<file path="src/rtl/conv2_pkg.sv">
// Shared sizing constants and helpers for the stage-2 bias/ReLU/quantise/pool block.
package conv2_pkg;

    localparam int IN_W  = 21;
    localparam int OUT_W = 16;
    localparam int ROW_W = 8;
    localparam int COL_H = 8;
    localparam int SHIFT = 4;

    localparam int COL_CNT_W = $clog2(ROW_W);
    localparam int ROW_CNT_W = $clog2(COL_H);
    localparam int SAT_MAX   = (1 << (OUT_W - 1)) - 1;

    // Operands are post-ReLU, so an unsigned compare is sufficient.
    function automatic logic [OUT_W-1:0] vmax(input logic [OUT_W-1:0] a,
                                              input logic [OUT_W-1:0] b);
        return (a > b) ? a : b;
    endfunction

endpackage

</file>
<file path="src/rtl/conv2_relu_quant.sv">
// Registered bias add, arithmetic rescale, ReLU and saturation for one pixel per beat.
module conv2_relu_quant
    import conv2_pkg::*;
(
    input  logic                        clk,
    input  logic                        rst_n,
    input  logic                        in_valid,
    input  logic signed [IN_W-1:0]      in_data,
    input  logic signed [IN_W-1:0]      bias,
    input  logic [ROW_CNT_W-1:0]        row,
    input  logic [COL_CNT_W-1:0]        col,
    output logic                        q_valid,
    output logic [OUT_W-1:0]            q_value,
    output logic [ROW_CNT_W-1:0]        q_row,
    output logic [COL_CNT_W-1:0]        q_col
);

    localparam logic signed [IN_W:0] SAT_R = (IN_W + 1)'(SAT_MAX);

    logic signed [IN_W:0] sum;
    logic signed [IN_W:0] shifted;
    logic [OUT_W-1:0]     clipped;

    // One extra bit of headroom keeps the bias add from ever overflowing.
    always_comb begin
        sum     = {in_data[IN_W-1], in_data} + {bias[IN_W-1], bias};
        shifted = sum >>> SHIFT;
        if (shifted[IN_W]) begin
            clipped = '0;
        end else if (shifted > SAT_R) begin
            clipped = OUT_W'(SAT_MAX);
        end else begin
            clipped = shifted[OUT_W-1:0];
        end
    end

    always_ff @(posedge clk) begin
        if (!rst_n) begin
            q_valid <= 1'b0;
            q_value <= '0;
            q_row   <= '0;
            q_col   <= '0;
        end else begin
            q_valid <= in_valid;
            if (in_valid) begin
                q_value <= clipped;
                q_row   <= row;
                q_col   <= col;
            end
        end
    end

endmodule

</file>
<file path="src/rtl/conv2_relu_pool.sv">
// Per-channel bias/ReLU/quantise stage followed by 2x2 max pooling over a raster stream.
module conv2_relu_pool
    import conv2_pkg::*;
(
    input  logic                    clk,
    input  logic                    rst_n,
    input  logic                    in_valid,
    input  logic signed [IN_W-1:0]  in_data,
    input  logic signed [IN_W-1:0]  bias,
    output logic                    out_valid,
    output logic [OUT_W-1:0]        out_data,
    output logic                    frame_done
);

    localparam logic [COL_CNT_W-1:0] COL_LAST = COL_CNT_W'(ROW_W - 1);
    localparam logic [ROW_CNT_W-1:0] ROW_LAST = ROW_CNT_W'(COL_H - 1);

    logic [COL_CNT_W-1:0]   col;
    logic [ROW_CNT_W-1:0]   row;
    logic signed [IN_W-1:0] bias_q;
    logic signed [IN_W-1:0] bias_eff;
    logic                   first_px;

    logic                   a_valid;
    logic [OUT_W-1:0]       a_value;
    logic [ROW_CNT_W-1:0]   a_row;
    logic [COL_CNT_W-1:0]   a_col;

    logic [OUT_W-1:0]       h_max;
    logic [OUT_W-1:0]       line_buf [ROW_W/2];
    logic [OUT_W-1:0]       pair_max;
    logic [OUT_W-1:0]       win_max;

    // Pixel (0,0) must see the live bias port; every later pixel uses the latched copy.
    always_comb begin
        first_px = (row == '0) && (col == '0);
        bias_eff = first_px ? bias : bias_q;
    end

    always_ff @(posedge clk) begin
        if (!rst_n) begin
            col    <= '0;
            row    <= '0;
            bias_q <= '0;
        end else if (in_valid) begin
            if (first_px) begin
                bias_q <= bias;
            end
            if (col == COL_LAST) begin
                col <= '0;
                row <= (row == ROW_LAST) ? '0 : row + 1'b1;
            end else begin
                col <= col + 1'b1;
            end
        end
    end

    conv2_relu_quant u_quant (
        .clk      (clk),
        .rst_n    (rst_n),
        .in_valid (in_valid),
        .in_data  (in_data),
        .bias     (bias_eff),
        .row      (row),
        .col      (col),
        .q_valid  (a_valid),
        .q_value  (a_value),
        .q_row    (a_row),
        .q_col    (a_col)
    );

    always_comb begin
        pair_max = vmax(h_max, a_value);
        win_max  = vmax(line_buf[a_col[COL_CNT_W-1:1]], pair_max);
    end

    always_ff @(posedge clk) begin
        if (a_valid && a_col[0] && !a_row[0]) begin
            line_buf[a_col[COL_CNT_W-1:1]] <= pair_max;
        end
    end

    always_ff @(posedge clk) begin
        if (!rst_n) begin
            h_max      <= '0;
            out_valid  <= 1'b0;
            out_data   <= '0;
            frame_done <= 1'b0;
        end else begin
            out_valid  <= 1'b0;
            frame_done <= 1'b0;
            if (a_valid) begin
                if (!a_col[0]) begin
                    h_max <= a_value;
                end else if (a_row[0]) begin
                    out_data   <= win_max;
                    out_valid  <= 1'b1;
                    frame_done <= (a_row == ROW_LAST) && (a_col == COL_LAST);
                end
            end
        end
    end

endmodule

</file>
<file path="config.mk">
export PLATFORM = sky130hd
export DESIGN_NAME = conv2_relu_pool
export DESIGN_NICKNAME = d
export VERILOG_FILES = /design/src/rtl/conv2_pkg.sv /design/src/rtl/conv2_relu_quant.sv /design/src/rtl/conv2_relu_pool.sv
export SDC_FILE = /design/constraint.sdc
export NUM_CORES = 1
export LEC_CHECK = 0
export BUFFER_PORTS_ARGS = -buffer_cell sky130_fd_sc_hd__buf_2
export CAP_MARGIN = 20
export CORE_AREA = 3 3 161 147
export CTS_CLUSTER_SIZE = 14
export DETAILED_ROUTE_END_ITERATION = 8
export DIE_AREA = 0 0 164 150
export PLACE_DENSITY = 0.61
export SLEW_MARGIN = 30
export SYNTH_ARGS = -nofsm -noshare
export SYNTH_HDL_FRONTEND = slang
export SYNTH_SLANG_ARGS = --single-unit
</file>
<file path="constraint.sdc">
create_clock -name clk -period 7.4 [get_ports clk]
set_clock_uncertainty 0.2 [all_clocks]
set_input_delay 1.11 -clock clk [delete_from_list [all_inputs] [get_ports clk]]
set_output_delay 1.11 -clock clk [all_outputs]
set_load 0.03 [all_outputs]
</file>
==> results of run 1 <==
area by class of cell:
class | instances | share of cell area [%]
Antenna cell | 1 | 0.0279
Clock buffer | 17 | 4.74
Clock inverter | 15 | 1.79
Inverter | 44 | 1.84
Multi-Input combinational cell | 473 | 42.4
Sequential cell | 150 | 40.6
Tap cell | 297 | 4.14
Timing Repair Buffer | 71 | 4.38
layer usage:
layer	global-route usage, %	share of wire, %
met1	19.7	48
met5	0	0.076
met3	3.07	3.7
met4	6.05	2.1
met2	23.2	46
cells by family (layout without fill, tap and decap cells):
logic type / Yosys count / count (layout) / share of synthesized area (%)
xor+xnor: 16 / 16 / 1.82
buf+inv: 77 / 147 / 3.90
mux: 84 / 84 / 13.9
other cells: 0 / 1 / 0
simple gates: 175 / 175 / 10.1
compound gates: 138 / 138 / 13.1
fa+ha+maj: 60 / 60 / 9.76
flops: 150 / 150 / 47.4
cell usage after synthesis, types with 11 or more instances:
library cell | instances | area share [%]
mux2i_1 | 44 | 5.7
a21oi_1 | 40 | 2.6
mux4_2 | 16 | 4.7
dfxtp_1 | 86 | 22
o21ai_0 | 11 | 0.72
nor2_1 | 45 | 2.2
a221o_1 | 15 | 2.0
clkbuf_1 | 25 | 1.2
mux2_2 | 24 | 3.5
edfxtp_1 | 64 | 25
ha_1 | 60 | 9.8
a21o_1 | 16 | 1.6
inv_1 | 43 | 2.1
o221ai_1 | 14 | 1.6
nand2_1 | 82 | 4.0
per-stage QoR:
| step | std cells | total power [uW] | hold slack, ps |
|---|---|---|---|
| after floorplan | 700 | 1380 | 227 |
| after global placement | 1033 | 1520 | 252 |
| after detailed placement | 1035 | 1520 | 252 |
| after CTS | 1067 | 2370 | 262 |
| after global routing | 1068 | 2480 | 292 |
| final | 1068 | 2340 | 262 |
final timing paths:
kind | endpoint | cells past startpoint | from | slack [ps]
setup reg to reg | out_data[9] | 17 | u_quant.q_value[13] | 2380
hold / removal | bias_q[0] | 2 | bias_q[0] | 260
hold reg to reg | bias_q[0] | 2 | bias_q[0] | 260
setup / recovery | out_data[9] | 17 | u_quant.q_value[13] | 2380
registers in the layout, summed over array words and instances, names as in the netlist, named ones only:
name and cells:
bias_q 21, col 3, frame_done 1, h_max 16, line_buf 64, out_data 16, out_valid 1, row 3
u_quant.q_col 3, u_quant.q_row 3, u_quant.q_valid 1, u_quant.q_value 16
cells in the final DEF, fill, tap and decap left out, drive strengths merged, types with 4 or more instances in the layout:
cell type / instances
a21o: 16
nor2b: 6
mux2i: 44
o21a: 9
nand3: 8
mux4: 16
and2: 4
ha: 60
a221o: 15
clkbuf: 17
nand4: 9
clkinv: 5
o221ai: 14
edfxtp: 64
inv: 51
mux2: 24
dfxtp: 86
buf: 71
nor2: 45
o21ai: 14
xnor2: 7
a31oi: 5
xor2: 9
nand2: 82
and3: 4
a21oi: 40
worst max-delay path, stage by stage, from the launching register on:
cell	delay [ps]
dfxtp_1	370
inv_1	60
ha_1	310
a21o_1	160
a21o_1	160
a221oi_1	280
o21ai_0	170
o31a_2	550
mux2i_1	350
ha_1	300
nor2b_1	130
o21a_1	170
o21a_1	160
o21ai_0	220
a21oi_1	110
o21ai_1	400
nand2_1	480
o221ai_1	360
report_power, final:
group          internal (uW)  switching [uW]
sequential               934            35.3
combinational            229             304
clock                    450             388
==> flow_summary.yaml, run 1 <==
status:
  outcome: "finished, final reports clean"
sta:
  timing.final.ws_setup_ps: 2380
  hold_viol: 0
  worstMarginPinSlew_ps: 909
  slew_violations: 0
  rsz0062_at_grt: "no"
  max_freq_mhz: 199
  period_needed_ps: 5020
  fin_crit_sh_pct: 67.9
  maxSlewHeadroom_pct: 39.2
  finalSetupTns_ps: 0
  setup_viol: 0
setup_path:
  worstPathArrival_ps: 5160
  path_class: "reg -> reg"
  endpoint_kind: "flop"
  crit_fanout: 16
  cp.required_ps: 7530
  startpoint_type: "flop"
logic_synthesis:
  syn_area_sq_um: 7690
  ys_warn_count: 0
  ys_async_sr_fraction_pct: 0
  yosysSeqAreaShare_pct: 47.4
  synth_cell_type_count: 58
  synth-seq-cells: 150
  synth_edf_count: 64
  synthCells: 700
  synth_area_per_cell_sq_um: 11.0
  ys.flop_type: "dfxtp_1"
  synth_nets: 805
clocking:
  htree_num_levels: 4
  numCtsBuffers: 17
  cts_tree: "done"
  clock_latency_ps: 430
  post_cts_buffers: 0
  cts_sinks: 150
  cts_resized: 0
  clkTransAtPathRegs_ps: 70
  hold_buffers: 0
  clockBufferDepth: 2
  root_buffer: "clkbuf_16"
floorplan:
  die-area_sq_um: 24600
  rows: 52
  die_y_microns: 150
  core_sq_um: 22300
  io_pins: 63
  start_util_pct: 34.5
  die_w_microns: 164
finish:
  final_cell_area_sq_um: 8970
  syn2layout_area_growth_pct: 16.6
  final-seq-area_sq_um: 3640
  multiInputGateArea_sq_um: 3810
  drive_gt1_share_pct: 20.8
  post-route-util_pct: 40.2
  num-fill-cells: 2105
  nets: 862
detailed_routing:
  post-route-drc-count: 0
  routedWlPerCell_microns: 16.0
  avgViaCountPerCell: 5.07
  drt_first_pass_iters: 4
  wl_microns: 17100
  vias: 5416
  drtIter0Drc: 362
  ant_nets: 0
grt:
  grt_max_degree: 54
  overflow: 0
  grt_pass1_wl_microns: 28400
  antenna_found_initial: 2
  grt_usage_pct: 14.7
  grt_pass1_vias: 5479
power:
  p_per_area_nw_per_um2: 261
  p_leak_uw: 0.00365
  peakVddDrop_mv: 0.120
placement:
  place_area_sq_um: 8380
  io_buffers: 62
  finalWeightedCongestion: 0.801
  dpl.hpwl_microns: 12200
  dpl_worst_slack_ps: 2220
flow_run:
  maxCapViolations: 0
hold_path:
  hold_path.class: "reg -> reg"
No activity file was read; power rests on OpenSTA's default activity.
==> run 2: changes to the inputs <==
--- a/config.mk
+++ b/config.mk
@@ -5,12 +5,13 @@
 export SDC_FILE = /design/constraint.sdc
 export NUM_CORES = 1
 export LEC_CHECK = 0
+export ABC_AREA = 1
 export BUFFER_PORTS_ARGS = -buffer_cell sky130_fd_sc_hd__buf_2
 export CAP_MARGIN = 20
-export CORE_AREA = 3 3 161 147
+export CORE_AREA = 3 3 166 152
 export CTS_CLUSTER_SIZE = 14
 export DETAILED_ROUTE_END_ITERATION = 8
-export DIE_AREA = 0 0 164 150
+export DIE_AREA = 0 0 169 155
 export PLACE_DENSITY = 0.61
 export SLEW_MARGIN = 30
 export SYNTH_ARGS = -nofsm -noshare
==> constraint.sdc (replaced) <==
create_clock -name clk -period 5.07 [get_ports clk]
set_clock_uncertainty 0.2 [all_clocks]
set_input_delay 0.7605 -clock clk [delete_from_list [all_inputs] [get_ports clk]]
set_output_delay 0.7605 -clock clk [all_outputs]
set_load 0.03 [all_outputs]
==> flow_summary.yaml, run 2 <==
floorplan:
  io_pins: 63
  core_sq_um: 23400
  start_util_pct: 35.1
  die-area_sq_um: 26200
  die_y_microns: 155
  die_w_microns: 169
  rows: 53
setup_path:
  crit_buf_inv: 3
  path_cells: "inv_1 > ha_1 > inv_1 > nor2_1 > nor2_1 > o21ai_0 > nand2_1 > o211ai_1 > nand2_1 > nand2_1 > nand2_1 > nand2_1 > nand2_1 > inv_1 > ha_1 > nand4_1 > nor3_1 > nand2_1 > nand2_1 > nand3_1 > nand2_1 > a21oi_1"
  rr_worst_depth: 22
  cp.required_ps: 5150
  startpoint_type: "flop"
  slowest_delay_ps: 580
  cp.depth: 22
  cpMostUsedCell: "nand2_1"
  critPathTopFamily: "simple AND/OR/NAND/NOR gates"
  crit_fanout: 17
  crit_path_top_delay_cell: "nand2_1"
  endpoint_kind: "flop"
  worstPathArrival_ps: 4460
  path_class: "reg -> reg"
finish:
  final-seq-area_sq_um: 3640
  drive_gt1_share_pct: 11.4
  num-fill-cells: 2389
  post-route-util_pct: 40.7
  layout_commonest_cell: "nand2_1"
  final_cell_mix: "nand2_1, inv_1, nand3_1"
  syn2layout_area_growth_pct: 15.9
  final_cell_area_sq_um: 9520
  antenna-diode-count: 0
  multiInputGateArea_sq_um: 4000
  nets: 1210
  largest_reg_flops: 64
detailed_routing:
  post-route-drc-count: 0
  vias: 6926
  drtIter0Drc: 510
  wl_microns: 20300
  ant_nets: 0
  drt_first_pass_iters: 6
  routedWlPerCell_microns: 14.3
  avgViaCountPerCell: 4.88
logic_synthesis:
  synth_common_cells: "nand2_1, inv_1, nand3_1, dfxtp_1, a21oi_1"
  synth_nets: 1155
  ys_warn_count: 0
  synth_edf_count: 64
  yosysSeqAreaShare_pct: 44.4
  synth_cell_type_count: 37
  synth_top_area_cell: "edfxtp_1"
  syn_area_sq_um: 8210
  synthTopCellsByArea: "edfxtp_1, dfxtp_1, nand2_1"
  synth_area_per_cell_sq_um: 7.82
  ys.flop_type: "dfxtp_1"
  synth-seq-cells: 150
  ys_async_sr_fraction_pct: 0
  yosysMostFrequentCell: "nand2_1"
  synthCells: 1050
  synth_top_area_share_pct: 23.4
sta:
  slew_violations: 0
  fin_crit_sh_pct: 86.4
  worstMarginPinSlew_ps: 876
  finalSetupTns_ps: 0
  setup_viol: 0
  rsz0062_at_grt: "no"
  hold_viol: 0
  maxSlewHeadroom_pct: 41.4
  max_freq_mhz: 228
  period_needed_ps: 4380
  worst_hold_slack_ps: 273
clocking:
  clockBufferDepth: 2
  hold_buffers: 0
  clock_latency_ps: 430
  clkTransAtPathRegs_ps: 70
  post_cts_buffers: 0
  numCtsBuffers: 17
  root_buffer: "clkbuf_16"
  cts_resized: 0
  htree_num_levels: 4
  cts_sinks: 150
  cts_tree: "done"
grt:
  antenna_found_initial: 0
  grt_max_degree: 38
  grt_pass1_vias: 6564
  grt_usage_pct: 15.6
  overflow: 0
  grt_pass1_wl_microns: 33000
power:
  p_leak_uw: 0.00440
  peakVddDrop_mv: 0.214
  p_per_area_nw_per_um2: 368
placement:
  finalWeightedCongestion: 0.888
  dpl.hpwl_microns: 14800
  io_buffers: 62
  place_area_sq_um: 8850
hold_path:
  hold_depth: 2
  hold_path.class: "reg -> reg"
flow_run:
  maxCapViolations: 0
status:
  outcome: "finished, final reports clean"
run 2: changes by cell type after synthesis, moves of 14 or more:
cell and delta:
a221o_1 -15, a22o_1 +19, mux4_2 -16, mux2i_1 -44
mux2_2 -24, a21o_1 -14, inv_1 +76, o21ai_0 +23
a21oi_1 +42, a32oi_1 +14, o221ai_1 -14, nand2_1 +253
nand3_1 +81
run 2: cells by family after synthesis:
logic type / Yosys count / share of synthesized area [%]
buffers and inverters: 160 / 7.57
DFF: 150 / 44.4
xor gates and xnor gates: 13 / 1.39
and+or+nand+nor: 496 / 25.0
adders and majority gates: 60 / 9.14
AOI/OAI and AO/OA: 171 / 12.6
run 2: where the power goes:
part	switching (uW)	internal (uW)	total [uW]
Clock	591	760	1350
Sequential	35.0	1330	1360
Combinational	521	269	789
run 2: worst reg2reg max path, delay by kind of cell, from the launching register on:
kind | cells | cell delay (ps)
AND/OR/NAND/NOR | 14 | 2620
buffers and inverters | 3 | 200
adder cells (fa/ha/maj) | 2 | 620
AO/OA/AOI/OAI | 3 | 240
flip-flops | 1 | 360
run 2: routing by layer:
| metal | track usage [%] | up-vias | wire length [microns] |
|---|---|---|---|
| met5 | 0 | - | 0 |
| met4 | 4.21 | 0 | 274 |
| met3 | 3.38 | 20 | 860 |
| met2 | 25.2 | 139 | 9340 |
| met1 | 21.2 | 3152 | 9810 |
| li1 | - | 3615 | - |
run 2: worst paths after layout:
check	from	end	slack, ps
setup / recovery	u_quant.q_value[1]	out_data[15]	690
hold / removal	u_quant.q_row[1]	u_quant.q_row[1]	270
setup reg to reg	u_quant.q_value[1]	out_data[15]	690
hold reg to reg	u_quant.q_row[1]	u_quant.q_row[1]	270
run 2: metrics by stage:
step	total power, uW	setup WS, ps	std cells
global placement	2160	751	1385
CTS	3520	716	1417
floorplan	1980	1540	1050
global route	3700	110	1420
finish	3500	690	1420
detailed placement	2170	727	1385
run 2: final cells by class:
cell class | instances | area share (%)
tap | 302 | 3.97
clock inverter | 15 | 2.13
sequential | 150 | 38.3
clock buffer | 17 | 4.47
timing repair buffer | 74 | 4.36
inverter | 122 | 4.81
multi-input combinational | 740 | 42.0
